### src/rtl/dma_periph_pkg.sv
// Shared constants for the DMA peripheral responder:
// Avalon address map, CTRL/STATUS field positions and handshake FSM states.
package dma_periph_pkg;

   localparam int ADDR_DATA   = 0;
   localparam int ADDR_STATUS = 1;
   localparam int ADDR_CTRL   = 2;

   localparam int CTRL_EN        = 0;
   localparam int CTRL_DIR       = 1;
   localparam int CTRL_BURST_LSB = 8;
   localparam int CTRL_BURST_W   = 8;

   localparam int STAT_RX_LSB = 0;
   localparam int STAT_TX_LSB = 8;
   localparam int STAT_BUSY   = 16;

   typedef enum logic [1:0] {
      ST_IDLE,
      ST_REQ,
      ST_XFER
   } fsm_e;

   // Burst of 0 means 1; anything above the FIFO depth can never be
   // satisfied, so it is clamped to the depth.
   function automatic logic [7:0] eff_burst(
      input logic [7:0] b,
      input int         depth
   );
      if (b == 8'd0) return 8'd1;
      if (int'(b) > depth) return 8'(depth);
      return b;
   endfunction

endpackage

### src/rtl/dma_periph_amm_slave_if.sv
// Avalon-MM bus between the DMA engine (master) and a peripheral responder.
// Signals: address, read, write, writedata, readdata, readdatavalid, waitrequest.
interface dma_periph_amm_slave_if #(
   parameter int ADDR_W = 4,
   parameter int DATA_W = 64
);

   logic [ADDR_W-1:0] address;
   logic              read;
   logic              write;
   logic [DATA_W-1:0] writedata;
   logic [DATA_W-1:0] readdata;
   logic              readdatavalid;
   logic              waitrequest;

   modport master (
      output address, read, write, writedata,
      input  readdata, readdatavalid, waitrequest
   );

   modport slave (
      input  address, read, write, writedata,
      output readdata, readdatavalid, waitrequest
   );

endinterface

### src/rtl/dma_periph_fifo.sv
// Synchronous show-ahead FIFO with level output.
// Ports: clk_i, rst_n_i, push_i/data_i, pop_i/data_o, full_o, empty_o, level_o.
module dma_periph_fifo #(
   parameter  int DATA_W     = 64,
   parameter  int FIFO_DEPTH = 16,
   localparam int AW         = $clog2(FIFO_DEPTH),
   localparam int LW         = AW + 1
) (
   input  logic              clk_i,
   input  logic              rst_n_i,
   input  logic              push_i,
   input  logic [DATA_W-1:0] data_i,
   input  logic              pop_i,
   output logic [DATA_W-1:0] data_o,
   output logic              full_o,
   output logic              empty_o,
   output logic [LW-1:0]     level_o
);

   logic [DATA_W-1:0] mem_q [FIFO_DEPTH];
   logic [AW-1:0]     wr_ptr_q;
   logic [AW-1:0]     rd_ptr_q;
   logic [LW-1:0]     level_q;
   logic              do_push;
   logic              do_pop;

   assign empty_o = (level_q == '0);
   assign full_o  = (level_q == LW'(FIFO_DEPTH));
   assign level_o = level_q;

   // Push at full needs a matching pop; pop at empty only passes the
   // word being pushed straight through. Either way the level holds.
   assign do_push = push_i & (~full_o | pop_i);
   assign do_pop  = pop_i & (~empty_o | push_i);

   assign data_o = empty_o ? data_i : mem_q[rd_ptr_q];

   always_ff @(posedge clk_i) begin
      if (do_push) mem_q[wr_ptr_q] <= data_i;
   end

   always_ff @(posedge clk_i or negedge rst_n_i) begin
      if (!rst_n_i) begin
         wr_ptr_q <= '0;
         rd_ptr_q <= '0;
         level_q  <= '0;
      end else begin
         if (do_push) wr_ptr_q <= wr_ptr_q + AW'(1);
         if (do_pop)  rd_ptr_q <= rd_ptr_q + AW'(1);
         unique case ({do_push, do_pop})
            2'b10:   level_q <= level_q + LW'(1);
            2'b01:   level_q <= level_q - LW'(1);
            default: ;
         endcase
      end
   end

endmodule

### src/rtl/dma_periph_amm_slave.sv
// Peripheral responder for a DMA channel: RX/TX FIFOs behind an Avalon-MM slave
// plus request/acknowledge burst handshake. Ports: clk_i, rst_n_i, amm (slave),
// request_o, acknowledge_i, src_* (producer into RX), snk_* (TX to consumer).
module dma_periph_amm_slave
   import dma_periph_pkg::*;
#(
   parameter int DATA_W     = 64,
   parameter int FIFO_DEPTH = 16,
   parameter int ADDR_W     = 4
) (
   input  logic                 clk_i,
   input  logic                 rst_n_i,
   dma_periph_amm_slave_if.slave amm,
   output logic                 request_o,
   input  logic                 acknowledge_i,
   input  logic                 src_valid_i,
   input  logic [DATA_W-1:0]    src_data_i,
   output logic                 src_ready_o,
   output logic                 snk_valid_o,
   output logic [DATA_W-1:0]    snk_data_o,
   input  logic                 snk_ready_i
);

   localparam int LW = $clog2(FIFO_DEPTH) + 1;

   logic              is_data, is_stat, is_ctrl;
   logic              rd_req, stall, rd_acc, wr_acc;
   logic              rx_push, rx_pop, tx_push, tx_pop;
   logic              rx_full, rx_empty, tx_full, tx_empty;
   logic [LW-1:0]     rx_level, tx_level;
   logic [DATA_W-1:0] rx_dout, tx_dout;
   logic [DATA_W-1:0] rdata_d, rdata_q;
   logic              rvalid_q;

   logic                    en_q, dir_q;
   logic [CTRL_BURST_W-1:0] burst_q;

   fsm_e       state_q;
   logic       req_q, xdir_q;
   logic [7:0] cnt_q;
   logic [7:0] burst_eff, rx_lvl8, tx_lvl8, tx_free8;
   logic       burst_rdy, counted;

   assign is_data = (amm.address == ADDR_W'(ADDR_DATA));
   assign is_stat = (amm.address == ADDR_W'(ADDR_STATUS));
   assign is_ctrl = (amm.address == ADDR_W'(ADDR_CTRL));

   // A read alongside a write is dropped; the write wins.
   assign rd_req = amm.read & ~amm.write;
   assign stall  = ~rst_n_i
                 | (rd_req & is_data & rx_empty)
                 | (amm.write & is_data & tx_full);
   assign rd_acc = rd_req & ~stall;
   assign wr_acc = amm.write & ~stall;

   assign amm.waitrequest   = stall;
   assign amm.readdata      = rdata_q;
   assign amm.readdatavalid = rvalid_q;

   assign rx_pop  = rd_acc & is_data;
   assign tx_push = wr_acc & is_data;

   // A DMA pop frees the slot this cycle, so a full RX still takes a word.
   assign src_ready_o = ~rx_full | rx_pop;
   assign rx_push     = src_valid_i & src_ready_o;
   assign tx_pop      = snk_ready_i & ~tx_empty;
   assign snk_valid_o = ~tx_empty;
   assign snk_data_o  = tx_dout;

   dma_periph_fifo #(.DATA_W(DATA_W), .FIFO_DEPTH(FIFO_DEPTH)) u_rx (
      .clk_i   (clk_i),
      .rst_n_i (rst_n_i),
      .push_i  (rx_push),
      .data_i  (src_data_i),
      .pop_i   (rx_pop),
      .data_o  (rx_dout),
      .full_o  (rx_full),
      .empty_o (rx_empty),
      .level_o (rx_level)
   );

   dma_periph_fifo #(.DATA_W(DATA_W), .FIFO_DEPTH(FIFO_DEPTH)) u_tx (
      .clk_i   (clk_i),
      .rst_n_i (rst_n_i),
      .push_i  (tx_push),
      .data_i  (amm.writedata),
      .pop_i   (tx_pop),
      .data_o  (tx_dout),
      .full_o  (tx_full),
      .empty_o (tx_empty),
      .level_o (tx_level)
   );

   assign rx_lvl8   = 8'(rx_level);
   assign tx_lvl8   = 8'(tx_level);
   assign tx_free8  = 8'(LW'(FIFO_DEPTH) - tx_level);
   assign burst_eff = eff_burst(burst_q, FIFO_DEPTH);
   assign burst_rdy = dir_q ? (tx_free8 >= burst_eff)
                            : (rx_lvl8 >= burst_eff);
   assign counted   = xdir_q ? tx_push : rx_pop;

   always_comb begin
      rdata_d = '0;
      unique case (1'b1)
         is_data: rdata_d = rx_dout;
         is_stat: begin
            rdata_d[STAT_RX_LSB +: 8] = rx_lvl8;
            rdata_d[STAT_TX_LSB +: 8] = tx_lvl8;
            rdata_d[STAT_BUSY]        = (state_q != ST_IDLE);
         end
         is_ctrl: begin
            rdata_d[CTRL_EN]                            = en_q;
            rdata_d[CTRL_DIR]                           = dir_q;
            rdata_d[CTRL_BURST_LSB +: CTRL_BURST_W]     = burst_q;
         end
         default: ;
      endcase
   end

   always_ff @(posedge clk_i or negedge rst_n_i) begin
      if (!rst_n_i) begin
         en_q     <= 1'b0;
         dir_q    <= 1'b0;
         burst_q  <= '0;
         rdata_q  <= '0;
         rvalid_q <= 1'b0;
      end else begin
         rvalid_q <= rd_acc;
         if (rd_acc) rdata_q <= rdata_d;
         if (wr_acc && is_ctrl) begin
            en_q    <= amm.writedata[CTRL_EN];
            dir_q   <= amm.writedata[CTRL_DIR];
            burst_q <= amm.writedata[CTRL_BURST_LSB +: CTRL_BURST_W];
         end
      end
   end

   // Direction and burst are snapshotted when the request is raised, so
   // CTRL edits during REQ/XFER only affect the next burst.
   always_ff @(posedge clk_i or negedge rst_n_i) begin
      if (!rst_n_i) begin
         state_q <= ST_IDLE;
         req_q   <= 1'b0;
         xdir_q  <= 1'b0;
         cnt_q   <= '0;
      end else begin
         unique case (state_q)
            ST_IDLE: begin
               if (en_q && burst_rdy) begin
                  state_q <= ST_REQ;
                  req_q   <= 1'b1;
                  xdir_q  <= dir_q;
                  cnt_q   <= burst_eff;
               end
            end
            ST_REQ: begin
               if (acknowledge_i) begin
                  state_q <= ST_XFER;
                  req_q   <= 1'b0;
               end else if (!en_q) begin
                  state_q <= ST_IDLE;
                  req_q   <= 1'b0;
               end
            end
            ST_XFER: begin
               if (counted) begin
                  if (cnt_q == 8'd1) state_q <= ST_IDLE;
                  cnt_q <= cnt_q - 8'd1;
               end
            end
            default: begin
               state_q <= ST_IDLE;
               req_q   <= 1'b0;
            end
         endcase
      end
   end

   assign request_o = req_q;

endmodule

### src/flat_wrapper.sv
// flat-port wrapper written by rule: the top's interface ports become plain ports
module dma_periph_amm_slave_flat import dma_periph_pkg::*;
#(
   parameter int DATA_W     = 64,
   parameter int FIFO_DEPTH = 16,
   parameter int ADDR_W     = 4
)
  (clk_i, rst_n_i, request_o, acknowledge_i, src_valid_i, src_data_i, src_ready_o, snk_valid_o, snk_data_o, snk_ready_i, amm_address, amm_read, amm_write, amm_writedata, amm_readdata, amm_readdatavalid, amm_waitrequest);
  dma_periph_amm_slave_if #(.ADDR_W(ADDR_W), .DATA_W(DATA_W)) amm_i ();
  input  logic clk_i;
  input  logic rst_n_i;
  output logic request_o;
  input  logic acknowledge_i;
  input  logic src_valid_i;
  input  logic [DATA_W-1:0] src_data_i;
  output logic src_ready_o;
  output logic snk_valid_o;
  output logic [DATA_W-1:0] snk_data_o;
  input  logic snk_ready_i;
  input wire logic [$bits(amm_i.address)-1:0] amm_address;
  input wire logic [$bits(amm_i.read)-1:0] amm_read;
  input wire logic [$bits(amm_i.write)-1:0] amm_write;
  input wire logic [$bits(amm_i.writedata)-1:0] amm_writedata;
  output wire logic [$bits(amm_i.readdata)-1:0] amm_readdata;
  output wire logic [$bits(amm_i.readdatavalid)-1:0] amm_readdatavalid;
  output wire logic [$bits(amm_i.waitrequest)-1:0] amm_waitrequest;
  assign amm_i.address = amm_address;
  assign amm_i.read = amm_read;
  assign amm_i.write = amm_write;
  assign amm_i.writedata = amm_writedata;
  assign amm_readdata = amm_i.readdata;
  assign amm_readdatavalid = amm_i.readdatavalid;
  assign amm_waitrequest = amm_i.waitrequest;
  dma_periph_amm_slave #(.DATA_W(DATA_W), .FIFO_DEPTH(FIFO_DEPTH), .ADDR_W(ADDR_W)) u_core (.clk_i(clk_i), .rst_n_i(rst_n_i), .amm(amm_i), .request_o(request_o), .acknowledge_i(acknowledge_i), .src_valid_i(src_valid_i), .src_data_i(src_data_i), .src_ready_o(src_ready_o), .snk_valid_o(snk_valid_o), .snk_data_o(snk_data_o), .snk_ready_i(snk_ready_i));
endmodule
### config.mk
export PLATFORM = sky130hd
export DESIGN_NAME = dma_periph_amm_slave_flat
export DESIGN_NICKNAME = d
export VERILOG_FILES = /design/src/rtl/dma_periph_pkg.sv /design/src/rtl/dma_periph_amm_slave_if.sv /design/src/rtl/dma_periph_fifo.sv /design/src/rtl/dma_periph_amm_slave.sv /design/src/flat_wrapper.sv
export SDC_FILE = /design/constraint.sdc
export NUM_CORES = 2
export LEC_CHECK = 0
export CORE_ASPECT_RATIO = 1.1
export CORE_MARGIN = 2
export CORE_UTILIZATION = 30
export CTS_CLUSTER_DIAMETER = 150
export DETAILED_ROUTE_END_ITERATION = 10
export PLACE_DENSITY = 0.45
export SLEW_MARGIN = 20
export SYNTH_ARGS = -nofsm -noshare
export SYNTH_HDL_FRONTEND = slang
export SYNTH_SLANG_ARGS = --single-unit
export TNS_END_PERCENT = 100
### constraint.sdc
create_clock -name clk_i -period 7.6 [get_ports clk_i]
set_input_delay 1.9 -clock clk_i [delete_from_list [all_inputs] [get_ports clk_i]]
set_output_delay 1.9 -clock clk_i [all_outputs]
set_load 0.02 [all_outputs]
# [Word level (Yosys, flattened, before mapping)]
# Memory sizes are Yosys's and may differ from the RTL's.
# Cells that the tools add are included.
[op_classes] n_eq_ne=15 n_mux=35 n_bitwise=29 reduce_logical=15 magnitude_cmp=3 add_sub_neg=10
[op_table] op="$mux W64" n=2
[op_table] op="$mux W8" n=6
[op_table] op="$mux W47" n=1
[op_table] op="$pmux W8 S3" n=1
[op_table] op="$pmux W5 S2" n=2
[op_table] op="$add A4 B1 Y4 const B" n=4
[op_table] op="$pmux W8 S2" n=1
[op_table] op="$and A1 B1 Y1" n=15
[op_table] op="$mux W1" n=12
[op_table] op="$pmux W2 S3" n=2
[op_table] op="$pmux W6 S2" n=1
[op_table] op="$add A5 B1 Y5 const B" n=2
[op_table] op="$eq A5 B5 Y1 const B" n=2
[op_table] op="$logic_not A5 Y1" n=2
[op_table] op="$mux W2" n=5
[op_table] op="$sub A5 B1 Y5 const B" n=2
[op_table] op="$eq A8 B1 Y1 const B" n=1
[op_table] op="$ge A5 B8 Y1" n=1
[op_table] op="$ge A8 B8 Y1" n=1
[op_table] op="$gt A8 B5 Y1 const B" n=1
[op_table] op="$logic_not A8 Y1" n=1
[op_table] op="$not A1 Y1" n=8
[op_table] op="$reduce_bool A2 Y1" n=4
[op_table] op="$sub A8 B1 Y8 const B" n=1
[op_table] op="16 further kinds" n=29
[totals] out_inout_bits=133 mem_bits_rw=2048 memories=2 wordCells=124 register_bits=113 in_bits=139
[memory_table] memory="u_core.u_rx.mem_q" words=16 word_bits=64 rd=1 rd_ports_with_merged_regs=0 wr=1 line="dma_periph_fifo.sv:20" text="logic [DATA_W-1:0] mem_q [FIFO_DEPTH];"
[memory_table] memory="u_core.u_tx.mem_q" words=16 word_bits=64 rd=1 rd_ports_with_merged_regs=0 wr=1 line="dma_periph_fifo.sv:20"

# [Depth between registers and ports, before layout]
[depth] ltp_word=15 depth_mapped=16 depth_no_buf=16

# [By module]
# Synthesis repeated with hierarchy kept, for this count alone.
[hier_totals] hier_cells=3936 area_unflattened_um2=84877.7
[modules_own_cells] module="dma_periph_fifo" area_each_um2=40278.6 cells_per_inst=1737 instances=2
[modules_own_cells] module="dma_periph_amm_slave" area_each_um2=4320.4 cells_per_inst=462 instances=1

# [Least setup slack after synthesis]
# No wires, ideal clock.
[synth_path] path_kind="input to register" startpoint="input port amm_address[1]" endpoint="memory u_core.u_rx.mem_q[0][0] (enable)" required_time_ps=7035 arrival_time_ps=7658 path_slack_ps=-623 stages=8 path_buffers=2 path_cell_list="nor4_1 clkbuf_2 o211ai_2 nand2_1 and2_1 buf_4 nand2_1 nor3_1"
[synth_via] elab_chain_cells=13 word_cells_on_any_way=15 classes_between="mux: 2; bitwise: 12; reduce/logical: 1"
[synth_lines] element="from (decl)" line="flat_wrapper.sv:20" text="input wire logic [$bits(amm_i.address)-1:0] amm_address;"
[synth_lines] element="$logic_not A4 Y1 (*)" line="dma_periph_amm_slave.sv:44" text="assign is_data = (amm.address == ADDR_W'(ADDR_DATA));"
[synth_lines] element="$and A1 B1 Y1 (2 in series)" line="dma_periph_amm_slave.sv:51" text="| (rd_req & is_data & rx_empty)"
[synth_lines] element="$or A1 B1 Y1" line="dma_periph_amm_slave.sv:51"
[synth_lines] element="$or A1 B1 Y1" line="dma_periph_amm_slave.sv:52" text="| (amm.write & is_data & tx_full);"
[synth_lines] element="$not A1 Y1" line="dma_periph_amm_slave.sv:53" text="assign rd_acc = rd_req & ~stall;"
[synth_lines] element="$and A1 B1 Y1" line="dma_periph_amm_slave.sv:53"
[synth_lines] element="$and A1 B1 Y1 (*)" line="dma_periph_amm_slave.sv:60" text="assign rx_pop = rd_acc & is_data;"
[synth_lines] element="$or A1 B1 Y1 (*)" line="dma_periph_amm_slave.sv:64" text="assign src_ready_o = ~rx_full | rx_pop;"
[synth_lines] element="named net src_ready_o" line="flat_wrapper.sv:16" text="output logic src_ready_o;"
[synth_lines] element="$and A1 B1 Y1" line="dma_periph_amm_slave.sv:65" text="assign rx_push = src_valid_i & src_ready_o;"
[synth_lines] element="$and A1 B1 Y1 (*)" line="dma_periph_fifo.sv:33" text="assign do_push = push_i & (~full_o | pop_i);"
[synth_lines] element="$mux W1 (*)" line="dma_periph_fifo.sv:39" text="if (do_push) mem_q[wr_ptr_q] <= data_i;"
[synth_lines] element="$mux W1 (implied by the code) (*)" line="dma_periph_fifo.sv:39"
[synth_lines] element="to (decl)" line="dma_periph_fifo.sv:20"
# The timed path passes the listed nets; every way through them passes the cells marked *.

# [Final worst setup path]
[layout_path] startpoint="register u_core.u_tx.level_q[0], in the netlist u_core.u_tx.level_o[0]" endpoint="output port snk_data_o[59]"
[layout_via] elab_chain_cells=2
[layout_lines] element="from (decl)" line="dma_periph_fifo.sv:23" text="logic [LW-1:0] level_q;"
[layout_lines] element="from (signal assigned)" line="dma_periph_fifo.sv:51" text="2'b10: level_q <= level_q + LW'(1);"
[layout_lines] element="from (signal assigned)" line="dma_periph_fifo.sv:52" text="2'b01: level_q <= level_q - LW'(1);"
[layout_lines] element="$logic_not A5 Y1" line="dma_periph_fifo.sv:27" text="assign empty_o = (level_q == '0);"
[layout_lines] element="$mux W64" line="dma_periph_fifo.sv:36" text="assign data_o = empty_o ? data_i : mem_q[rd_ptr_q];"
[layout_lines] element="to (decl)" line="flat_wrapper.sv:18" text="output logic [DATA_W-1:0] snk_data_o;"
# Every way passes these cells.

==> out/qor.txt <==
======================================================================================
Outcome                                                                   finished, final reports clean
Dominant register cell in the synthesized netlist                             edfxtp_1
Width of the die                                                                506 um
Critical path type                                                          reg -> out
CP top delay family                                                       buffers and inverters
Reg-to-Reg End                                                            u_core.u_tx.mem_q[8][15]
Number of nets in the layout                                                      4281
H-tree lvl count                                                                     4
Setup Slack @ Placement                                                        1620 ps
Half-perimeter wire length after placement                                   128000 um
Worst Path Arrival                                                             4460 ps
Number of placed cells counting well taps                                         7536
CTS sink count                                                                    2161
Via count                                                                        38.6k
Count of mapped cells out of synthesis                                            3669
Hold buffer count at CTS                                                             0
Combinational share of power                                                     24.3%
Die footprint                                                               282000 um2
Area of the mapped netlist                                                   83300 um2
Post-route insts no fill                                                          7971
Critical path buffer and inverter count                                              4
Required time at the endpoint of the critical path                             5700 ps
Launch point of the worst hold path                                       u_core.amm.readdata[26]
Fraction of synthesized cell area taken by the top area cell type                73.9%
Leakage power total                                                            30.5 nW
Critical Path End Type                                                     output port
Cell internal power dissipation                                                23.6 mW
Post-Syn Area per Cell                                                        22.7 um2
Total clock buffers created by CTS                                                 238
Setup Fix Bufs, Post-CTS                                                             0
Proportion of power drawn by flip-flops and latches                              42.9%
Ratio of total power to cell area                                           336 nW/um2
Async SR Flop Fraction                                                           5.23%
DRT antenna net count                                                                0
Final count of hold timing violations                                                0
Detailed router's first-iteration violation count                                 2682
Core area                                                                   276000 um2
Vias in the first global route                                                   41.5k
Top post-synthesis cells by area                                          edfxtp_1 74%, mux4_2 15%, dfrtp_1 3.4%
Tot GR Track Use                                                                 15.6%
Switching share of power                                                         28.6%
Total iterations of the first detailed-routing run                                   5
Worst ir drop on vdd                                                            259 uV
Post-detailed-route via-to-cell ratio                                             4.85
Bufs on Longest Clock Path                                                           4
P_sw                                                                           9.45 mW
Element type at the critical path start                                       register
Sequential share of the synthesized area                                         77.2%
Number of distinct standard cells referenced by the synthesized netlist             63
Vertical die dimension                                                          557 um
Count of buffers inserted at the top-level ports                                   271
Cell Chain, Critical Path                                                 inv_1 > ha_1 > nor3b_1 > ha_1 > inv_4 > nand2_4 > buf_12 > o22ai_1 > nor2_1 > clkdlybuf4s50_1
Worst r2r src                                                             u_core.u_tx.level_o[0]
Time the worst path needs with I/O delays and setup                            6360 ps
First-pass GRT wire length                                                   318000 um
Post-Route Setup TNS                                                              0 ps
Synth Register Bits                                                               2161
Later-pin clock latency in the skew report                                      900 ps
Clock slew at the register clock pins of the worst setup and hold paths          60 ps
Overall Power                                                                  33.0 mW
Fraction of layout instances using a drive strength above 1                      26.6%
Count of boundary I/O pins                                                         272
Type of the tightest min-delay check                                        reg -> reg
Worst reg-to-reg path cell count                                                    10
Period utilization                                                               83.7%
Number of slew-limit violations in the final report                                  0
Aggregate routed wire length                                                 221000 um
Master cell of the clock root buffer                                         clkbuf_16
Unrepaired setup endpoints after global routing                                  false
Average wire length per cell after detail routing                              27.8 um
Post-route DRC                                                                       0
Final worst clock skew                                                         57.8 ps
Cell type with the highest occurrence count on the critical path                  ha_1
Starting density of the core                                                     30.2%
Clock share of power                                                             32.8%
Count of instances resized after the clock tree is built                             0
Hold Path Stages                                                                     1
Number of antenna violations at the first check in global routing                   25
Cell type contributing the most total cell area after synthesis               edfxtp_1
Total of endpoints with negative setup slack in the final report                     0
Remaining global-route overflow                                                      0
Routability congestion estimate                                                  0.698
Max cap viols                                                                        0
Critical Path Slowest Stage Cell                                          clkdlybuf4s50_1
Slew margin rel.                                                                 27.0%
Slowest stage delay, CP                                                         660 ps
Count of yosys warnings during synthesis                                             0
Setup slack of the worst register-to-register path                             3320 ps
Number of rows in the core area                                                    202
CP max FO                                                                           42
Endpoint with the worst hold slack                                        u_core.amm.readdata[26]
Transition at the pin with the smallest max-transition slack                   1100 ps
EDFF count, synth                                                                 2048
CTS tree                                                                           yes
Growth of design area from synthesis to finish                                   18.2%
Pin count of the biggest net entering global routing                               108
Final setup margin                                                             1240 ps
Max Fclk                                                                       157 MHz
======================================================================================
==> layout by cell type, fill, tap and decap left out, types with 6 or more instances in the layout <==
master           netlist  final
a21oi_1               30     30
a211oi_1              71     71
clkbuf_1             111     66
ha_1                  36     36
a22o_1                51     51
inv_1                 23     22
bufinv_16              0     10
nor2b_1               73     73
nor2_1               109     97
clkinv_2               0     42
and2_4                 1     13
edfxtp_1            2048   2048
buf_12                 0     29
buf_4                 10     92
clkinv_1               1     46
dfrtp_4                0      7
clkdlybuf4s50_1        0    270
mux4_2               569    569
clkbuf_16              0    239
clkinvlp_4             0      8
mux2i_1                7      7
o21ai_1                7      7
xnor2_1               19     19
mux2_2                76     76
o22ai_1               65     65
inv_6                  0      6
o21ai_0               24     24
xor2_1                 8      8
nor2_4                 0     12
dfrtp_1              113    106
a221oi_1               7      7
nand2_1               41     39
clkbuf_8               0      6
==> worst reg2reg max path, cell delays in order (launching register included) <==
cell and delay, ps:
dfrtp_1 430, inv_1 120, ha_1 240, nor3b_1 160, ha_1 280, and3b_1 300
and2_1 470, inv_1 210, nor3b_1 480, and2_4 700, buf_4 520
==> through the flow <==
step                hold slack [ps]  utilization (%)  cell area, um2
global route                    528             35.7           98400
detailed placement              491             33.1           91100
floorplan                       479                -           83300
CTS                             515             35.7           98400
global placement                490             33.0           91100
finish                          512             35.7           98400
==> final cells by class <==
type                    count  area (um2)
clock inverters           119         945
repair buffers            393        4010
inverters                  24        95.1
fillers                 25400      177000
multi-input cells        1286       18100
well taps                3672        4590
clock buffers             311        6310
flip-flops and latches   2161       64400
diodes                      5        12.5
==> power by group through the flow <==
stage               sequential (mW)  clock, mW  combinational, mW
floorplan                      14.2          0               5.28
global placement               14.4          0               8.28
detailed placement             14.4          0               8.27
CTS                            14.2       11.2               8.29
global route                   14.2       11.6               8.67
finish                         14.2       10.8               8.03
==> flip-flops by register name, indices dropped and copies added (netlist names) <==
name and count:
u_core.amm.readdata 64, u_core.amm.readdatavalid 1, u_core.burst_q 8, u_core.cnt_q 8
u_core.dir_q 1, u_core.en_q 1, u_core.request_o 1, u_core.state_q 2
u_core.u_rx.level_o 5, u_core.u_rx.mem_q 1024, u_core.u_rx.rd_ptr_q 4, u_core.u_rx.wr_ptr_q 4
u_core.u_tx.level_o 5, u_core.u_tx.mem_q 1024, u_core.u_tx.rd_ptr_q 4, u_core.u_tx.wr_ptr_q 4
u_core.xdir_q 1
==> worst max path at each step <==
stage	slack, ps	endpoint	cells past startpoint	start
after floorplan	1090	u_core.u_rx.mem_q[4][0]	8	amm_address[1]
after global placement	1630	src_ready_o	6	amm_address[1]
after detailed placement	1620	snk_data_o[9]	4	amm_writedata[9]
after CTS	1000	snk_data_o[23]	10	u_core.u_tx.level_o[0]
after global routing	980	snk_data_o[23]	10	u_core.u_tx.level_o[0]
final	1240	snk_data_o[59]	10	u_core.u_tx.level_o[0]
==> synth_stat cells, types with 10 or more instances <==
master    number
o21ai_0       24
buf_4         10
dfrtp_1      113
nand2_1       41
mux2_2        76
clkbuf_1     111
a211oi_1      71
and2_1        14
edfxtp_1    2048
buf_2         41
inv_1         23
o22ai_1       65
a21oi_1       30
buf_6         19
xnor2_1       19
nor2b_1       73
mux4_2       569
buf_1         18
a22o_1        51
ha_1          36
nor2_1       109
==> logic make-up (layout without fill, tap and decap cells) <==
family	after synthesis	after routing	synth area share (%)
compound gates	276	276	2.32
fa+ha+maj	38	38	0.589
mux	652	652	16.5
flops	2161	2161	77.2
other cells	1	8	0.00450
simple gates	290	290	1.76
xor+xnor	27	27	0.284
buf+inv	224	847	1.29
==> routing by layer <==
metal  part of all wire, %  wire (um)  vias to the layer above  global-route usage (%)
li1                      -          -                    16400                       -
met1                    42      93600                    21100                    20.1
met2                    51     113000                      775                    27.1
met3                   4.7      10300                      288                    2.87
met4                   1.8       3880                       30                    3.45
met5                 0.089        196                        -                       0
Power figures use the tool's default switching activity.
